--- config.mk ---
export PLATFORM = sky130hd
export DESIGN_NAME = id_ex_pipe_reg
export DESIGN_NICKNAME = d
export VERILOG_FILES = /design/src/rtl/id_ex_pipe_reg.sv
export SDC_FILE = /design/constraint.sdc
export NUM_CORES = 1
export LEC_CHECK = 0
export CORE_MARGIN = 4
export CORE_UTILIZATION = 40
export DETAILED_ROUTE_END_ITERATION = 10
export GPL_TIMING_DRIVEN = 0
export PLACE_DENSITY = 0.73
export SLEW_MARGIN = 30
export SYNTH_ARGS = -nofsm -noshare
export SYNTH_HDL_FRONTEND = slang
export SYNTH_SLANG_ARGS = --single-unit
export TNS_END_PERCENT = 100
--- constraint.sdc ---
create_clock -name clk -period 2.8 [get_ports clk]
set_clock_uncertainty 0.15 [all_clocks]
set_input_delay 0.84 -clock clk [delete_from_list [all_inputs] [get_ports clk]]
set_output_delay 0.84 -clock clk [all_outputs]
set_load 0.02 [all_outputs]
--- src/rtl/id_ex_pipe_reg.sv ---
// Decode->execute pipeline register with valid/ready handshake, flush and optional 2-entry skid stage.
// Define ID_EX_REG_PERF_EN to add saturating stall/bubble performance counters.
module id_ex_pipe_reg #(
   parameter int DW    = 96,
   parameter int SKID  = 1,
   parameter int CNT_W = 32
) (
   input  logic             clk,
   input  logic             rst_n,
   input  logic             flush,
   input  logic             in_valid,
   output logic             in_ready,
   input  logic [DW-1:0]    in_data,
   output logic             out_valid,
   input  logic             out_ready,
   output logic [DW-1:0]    out_data
`ifdef ID_EX_REG_PERF_EN
   ,
   output logic [CNT_W-1:0] perf_stall_cnt,
   output logic [CNT_W-1:0] perf_bubble_cnt
`endif
);

   logic          out_valid_q, out_valid_d;
   logic [DW-1:0] out_data_q, out_data_d;
   logic          accept;
   logic          deliver;

   assign accept    = in_valid & in_ready;
   assign deliver   = out_valid_q & out_ready;
   assign out_valid = out_valid_q;
   assign out_data  = out_data_q;

   always_ff @(posedge clk or negedge rst_n) begin
      if (!rst_n) begin
         out_valid_q <= 1'b0;
         out_data_q  <= '0;
      end else begin
         out_valid_q <= out_valid_d;
         out_data_q  <= out_data_d;
      end
   end

   generate
      if (SKID != 0) begin : g_skid
         localparam logic [1:0] ST_EMPTY = 2'b00;
         localparam logic [1:0] ST_ONE   = 2'b01;
         localparam logic [1:0] ST_TWO   = 2'b11;

         logic          skid_valid_q, skid_valid_d;
         logic [DW-1:0] skid_data_q, skid_data_d;
         logic [1:0]    state;

         // The skid flag doubles as the FSM's upper state bit, so in_ready is a pure flop output.
         assign state    = {skid_valid_q, out_valid_q};
         assign in_ready = ~skid_valid_q;

         always_comb begin
            out_valid_d  = out_valid_q;
            out_data_d   = out_data_q;
            skid_valid_d = skid_valid_q;
            skid_data_d  = skid_data_q;
            if (flush) begin
               out_valid_d  = 1'b0;
               skid_valid_d = 1'b0;
            end else begin
               case (state)
                  ST_EMPTY: begin
                     if (accept) begin
                        out_valid_d = 1'b1;
                        out_data_d  = in_data;
                     end
                  end
                  ST_ONE: begin
                     if (accept && deliver) begin
                        out_data_d = in_data;
                     end else if (accept) begin
                        skid_valid_d = 1'b1;
                        skid_data_d  = in_data;
                     end else if (deliver) begin
                        out_valid_d = 1'b0;
                     end
                  end
                  ST_TWO: begin
                     if (deliver) begin
                        out_data_d   = skid_data_q;
                        skid_valid_d = 1'b0;
                     end
                  end
                  default: begin
                  end
               endcase
            end
         end

         always_ff @(posedge clk or negedge rst_n) begin
            if (!rst_n) begin
               skid_valid_q <= 1'b0;
               skid_data_q  <= '0;
            end else begin
               skid_valid_q <= skid_valid_d;
               skid_data_q  <= skid_data_d;
            end
         end
      end else begin : g_single
         assign in_ready = ~out_valid_q | out_ready;

         always_comb begin
            out_valid_d = out_valid_q;
            out_data_d  = out_data_q;
            if (flush) begin
               out_valid_d = 1'b0;
            end else if (accept) begin
               out_valid_d = 1'b1;
               out_data_d  = in_data;
            end else if (deliver) begin
               out_valid_d = 1'b0;
            end
         end
      end
   endgenerate

`ifdef ID_EX_REG_PERF_EN
   logic [CNT_W-1:0] stall_cnt_q;
   logic [CNT_W-1:0] bubble_cnt_q;

   assign perf_stall_cnt  = stall_cnt_q;
   assign perf_bubble_cnt = bubble_cnt_q;

   // Saturating counters; flush deliberately leaves them alone.
   always_ff @(posedge clk or negedge rst_n) begin
      if (!rst_n) begin
         stall_cnt_q  <= '0;
         bubble_cnt_q <= '0;
      end else begin
         if (out_valid_q && !out_ready && (stall_cnt_q != {CNT_W{1'b1}})) begin
            stall_cnt_q <= stall_cnt_q + CNT_W'(1);
         end
         if (!out_valid_q && (bubble_cnt_q != {CNT_W{1'b1}})) begin
            bubble_cnt_q <= bubble_cnt_q + CNT_W'(1);
         end
      end
   end
`else
   logic unused_cnt_w;
   assign unused_cnt_w = (CNT_W != 0);
`endif

endmodule
==> reports/metrics.csv <==
stage;metric;value;unit
yosys;synth_top_area_share;58.07;%
layout;fin_nets;844;
clock_network;hold_buffers;0;
global_routing;globalRouteTotalUtil;16.46;%
sta;slew_violations;0;
clock_network;cts_buffers;17;
route;viasPerCell;4.918;
critical_path;crit_path_start_kind;primary input;
clock_network;clk_latency;420;ps
placed_design;dp_cells;992;
route;antenna_left;0;
layout;drive_above_1_share;46.42;%
layout;final_util;55.80;%
die;boundaryPins;199;
sta;setup_viol;0;
yosys;synth.top_cells.by_area;dfrtp_1, mux2_2, buf_2;
layout;regArea;4855;um2
critical_path;r2r-start;out_valid;
yosys;seq_area_frac_synth;58.07;%
die;die_h;152.6;um
global_routing;grt_antenna_before_repair;0;
critical_path;worstPathCellList;clkdlybuf4s50_1 > inv_1 > a221oi_4 > buf_4 > buf_6 > mux2_2;
die;fp.dieW;152.6;um
critical_path;critPathSlowestCell;clkdlybuf4s50_1;
yosys;synth_nets;623;
placed_design;dp_hpwl;13630;um
power_and_ir_drop;p_leak;4.748;nW
layout;area_delta_synth_final;35.92;%
critical_path;crit_arrival;2840;ps
global_routing;gr-total-overflow;0;
layout;nFillCells;1598;
yosys;yosysWarnings;0;
clock_network;cts.clk_slew.worst_paths;70;ps
clock_network;clock-root-buffer;clkbuf_16;
clock_network;cts_buffer_depth;2;
sta;setup_tns;0;ps
run;maxCapViolCount;0;
sta;rsz0062_at_grt;false;
sta;slew_headroom;57.61;%
power_and_ir_drop;power.total;8.506;mW
critical_path;critPathMaxFanout;10;
sta;setup_slack;117.5;ps
sta;layout_min_cycle_time;2682;ps
clock_network;htree_levels;4;
layout;insertedDiodeCount;0;
layout;multi_input_area;3328;um2
yosys;netlist_instances;522;
die;core;20360;um2
power_and_ir_drop;p_per_area;748.6;nW/um2
route;drcViolationCount;0;
critical_path;cp_num_buf_inv;4;
yosys;synth-seq-cells;194;
placed_design;port_buffers;198;
outcome;run_status;complete, no violations;
critical_path;critPathTopFamily;buffers and inverters;
layout;final_common_cell;mux2_2;
global_routing;grt_pass1_wl;31080;um
hold_path;hold_path_class;primary input to async pin;
yosys;syn_area_per_cell;16.02;um2
critical_path;worst_setup_path_end_kind;flip-flop;
critical_path;reg2reg_slack;460;ps
route;dr.pass1.iters;4;
placed_design;gp_congestion;0.7468;
sta;period_share;95.80;%
sta;clock.fmax;0.3728;GHz
route;drt_iter0_drc;96;
critical_path;worstReg2RegEnd;out_data[11];
route;wl_per_cell;18.12;um
clock_network;clock-sinks;194;
global_routing;grt_max_degree;71;
die;initial_core_util;41.05;%
layout;fin_cells;1024;
global_routing;grt_pass1_vias;5733;
die;dieArea;23280;um2
layout;most-common-layout-cells;mux2_2, clkdlybuf4s50_1, dfrtp_1;
critical_path;cpPeakStageDelay;550;ps
die;row_count;52;
critical_path;crit_required;2960;ps
yosys;synthesis.area;8361;um2
clock_network;tritoncts;built;
sta;tightest_slew;635.8;ps
sta;hold_violations;0;
yosys;synth_top_area_cell;dfrtp_1;
yosys;ys_types;15;
placed_design;post-place-ws;-529.7;ps
critical_path;criticalPathCategory;primary input to flip-flop;
route;num_vias;5036;
critical_path;rr_worst_depth;5;
power_and_ir_drop;vdd_drop_max;0.3917;mV
route;routed_wl;18550;um
==> state kept, by name (all words and copies together), names as in the netlist <==
register and flops:
g_skid.skid_data_q 96, out_valid 1, out_data 96, g_skid.skid_valid_q 1
==> logic make-up (layout without fill, tap and decap cells) <==
kind of cell           after synthesis  in the layout  synth area share, %
flip-flops                         194            194                58.07
multiplexers                       288            288                38.79
AO/OA/AOI/OAI                        5              5               0.4489
AND/OR/NAND/NOR                      3              3               0.4341
buffers and inverters               32            264                2.260
==> report_power, final <==
part,internal [mW],leakage (nW),switching [mW],total [mW]
clock,1.43,0.289,1.05,2.48
combinational,1.27,2.12,0.909,2.18
sequential,3.50,2.34,0.354,3.85
total,6.20,4.75,2.31,8.51
==> area by class of cell <==
cell class | instances | area share [%]
flip-flops and latches | 194 | 42.72
multi-input cells | 296 | 29.29
repair buffers | 202 | 18.10
clock buffers | 18 | 3.865
well taps | 270 | 2.973
plain buffers | 30 | 1.619
clock inverters | 12 | 1.365
inverters | 2 | 0.06606
==> worst register-to-register path: cells and delay by family, from the launching register on <==
family                 cells  cell delay, ps
buffers and inverters      2             490
DFF                        1             500
and+or+nand+nor            1             240
muxes                      1             350
AOI/OAI and AO/OA          1             500
==> routing by layer <==
layer  global-route usage (%)  vias up  share of wire (%)
met4                    4.370        0                1.0
met2                    26.79      135                 48
li1                         -     2320                  -
met3                    6.390       14                7.6
met1                    20.68     2567                 43
met5                        0        -                  0
==> through the flow <==
| step | instance area, um2 | hold slack [ps] |
|---|---|---|
| final | 11360 | 208.2 |
| after global routing | 11360 | 225.6 |
| after CTS | 11350 | 210.6 |
| after detailed placement | 10740 | 342.9 |
| after global placement | 10680 | 323.7 |
| after floorplan | 8361 | 326.6 |
==> synthesized netlist by cell type <==
cell      number
nand2b_1       1
inv_1          2
a211oi_1       1
nor4b_4        1
o21ai_0        1
a221oi_2       1
a21oi_1        2
nand2_2        1
buf_6          4
mux2_2       287
buf_4          5
buf_2         16
dfrtp_1      194
mux2_1         1
clkbuf_1       5
==> worst max path at each step <==
| stage | startpoint | end | slack (ps) | cells after the start |
|---|---|---|---|---|
| 6_report | out_ready | out_data[11] | 120 | 6 |
| 5_1_grt | out_ready | out_data[35] | 10 | 6 |
| 4_1_cts | in_valid | g_skid.skid_data_q[84] | 40 | 6 |
| 3_5_place_dp | out_ready | out_data[30] | -530 | 6 |
| 3_3_place_gp | rst_n | g_skid.skid_data_q[32] | -6900 | 1 |
| 2_1_floorplan | in_valid | out_data[28] | 520 | 5 |
==> timing repair <==
| item | in CTS | in global routing |
|---|---|---|
| pin swaps | 0 | 1 |
| gates resized for setup | 2 | 0 |
| setup endpoints to repair | 67 | 8 |
| setup buffers | 0 | 2 |
Power figures use the tool's default switching activity.
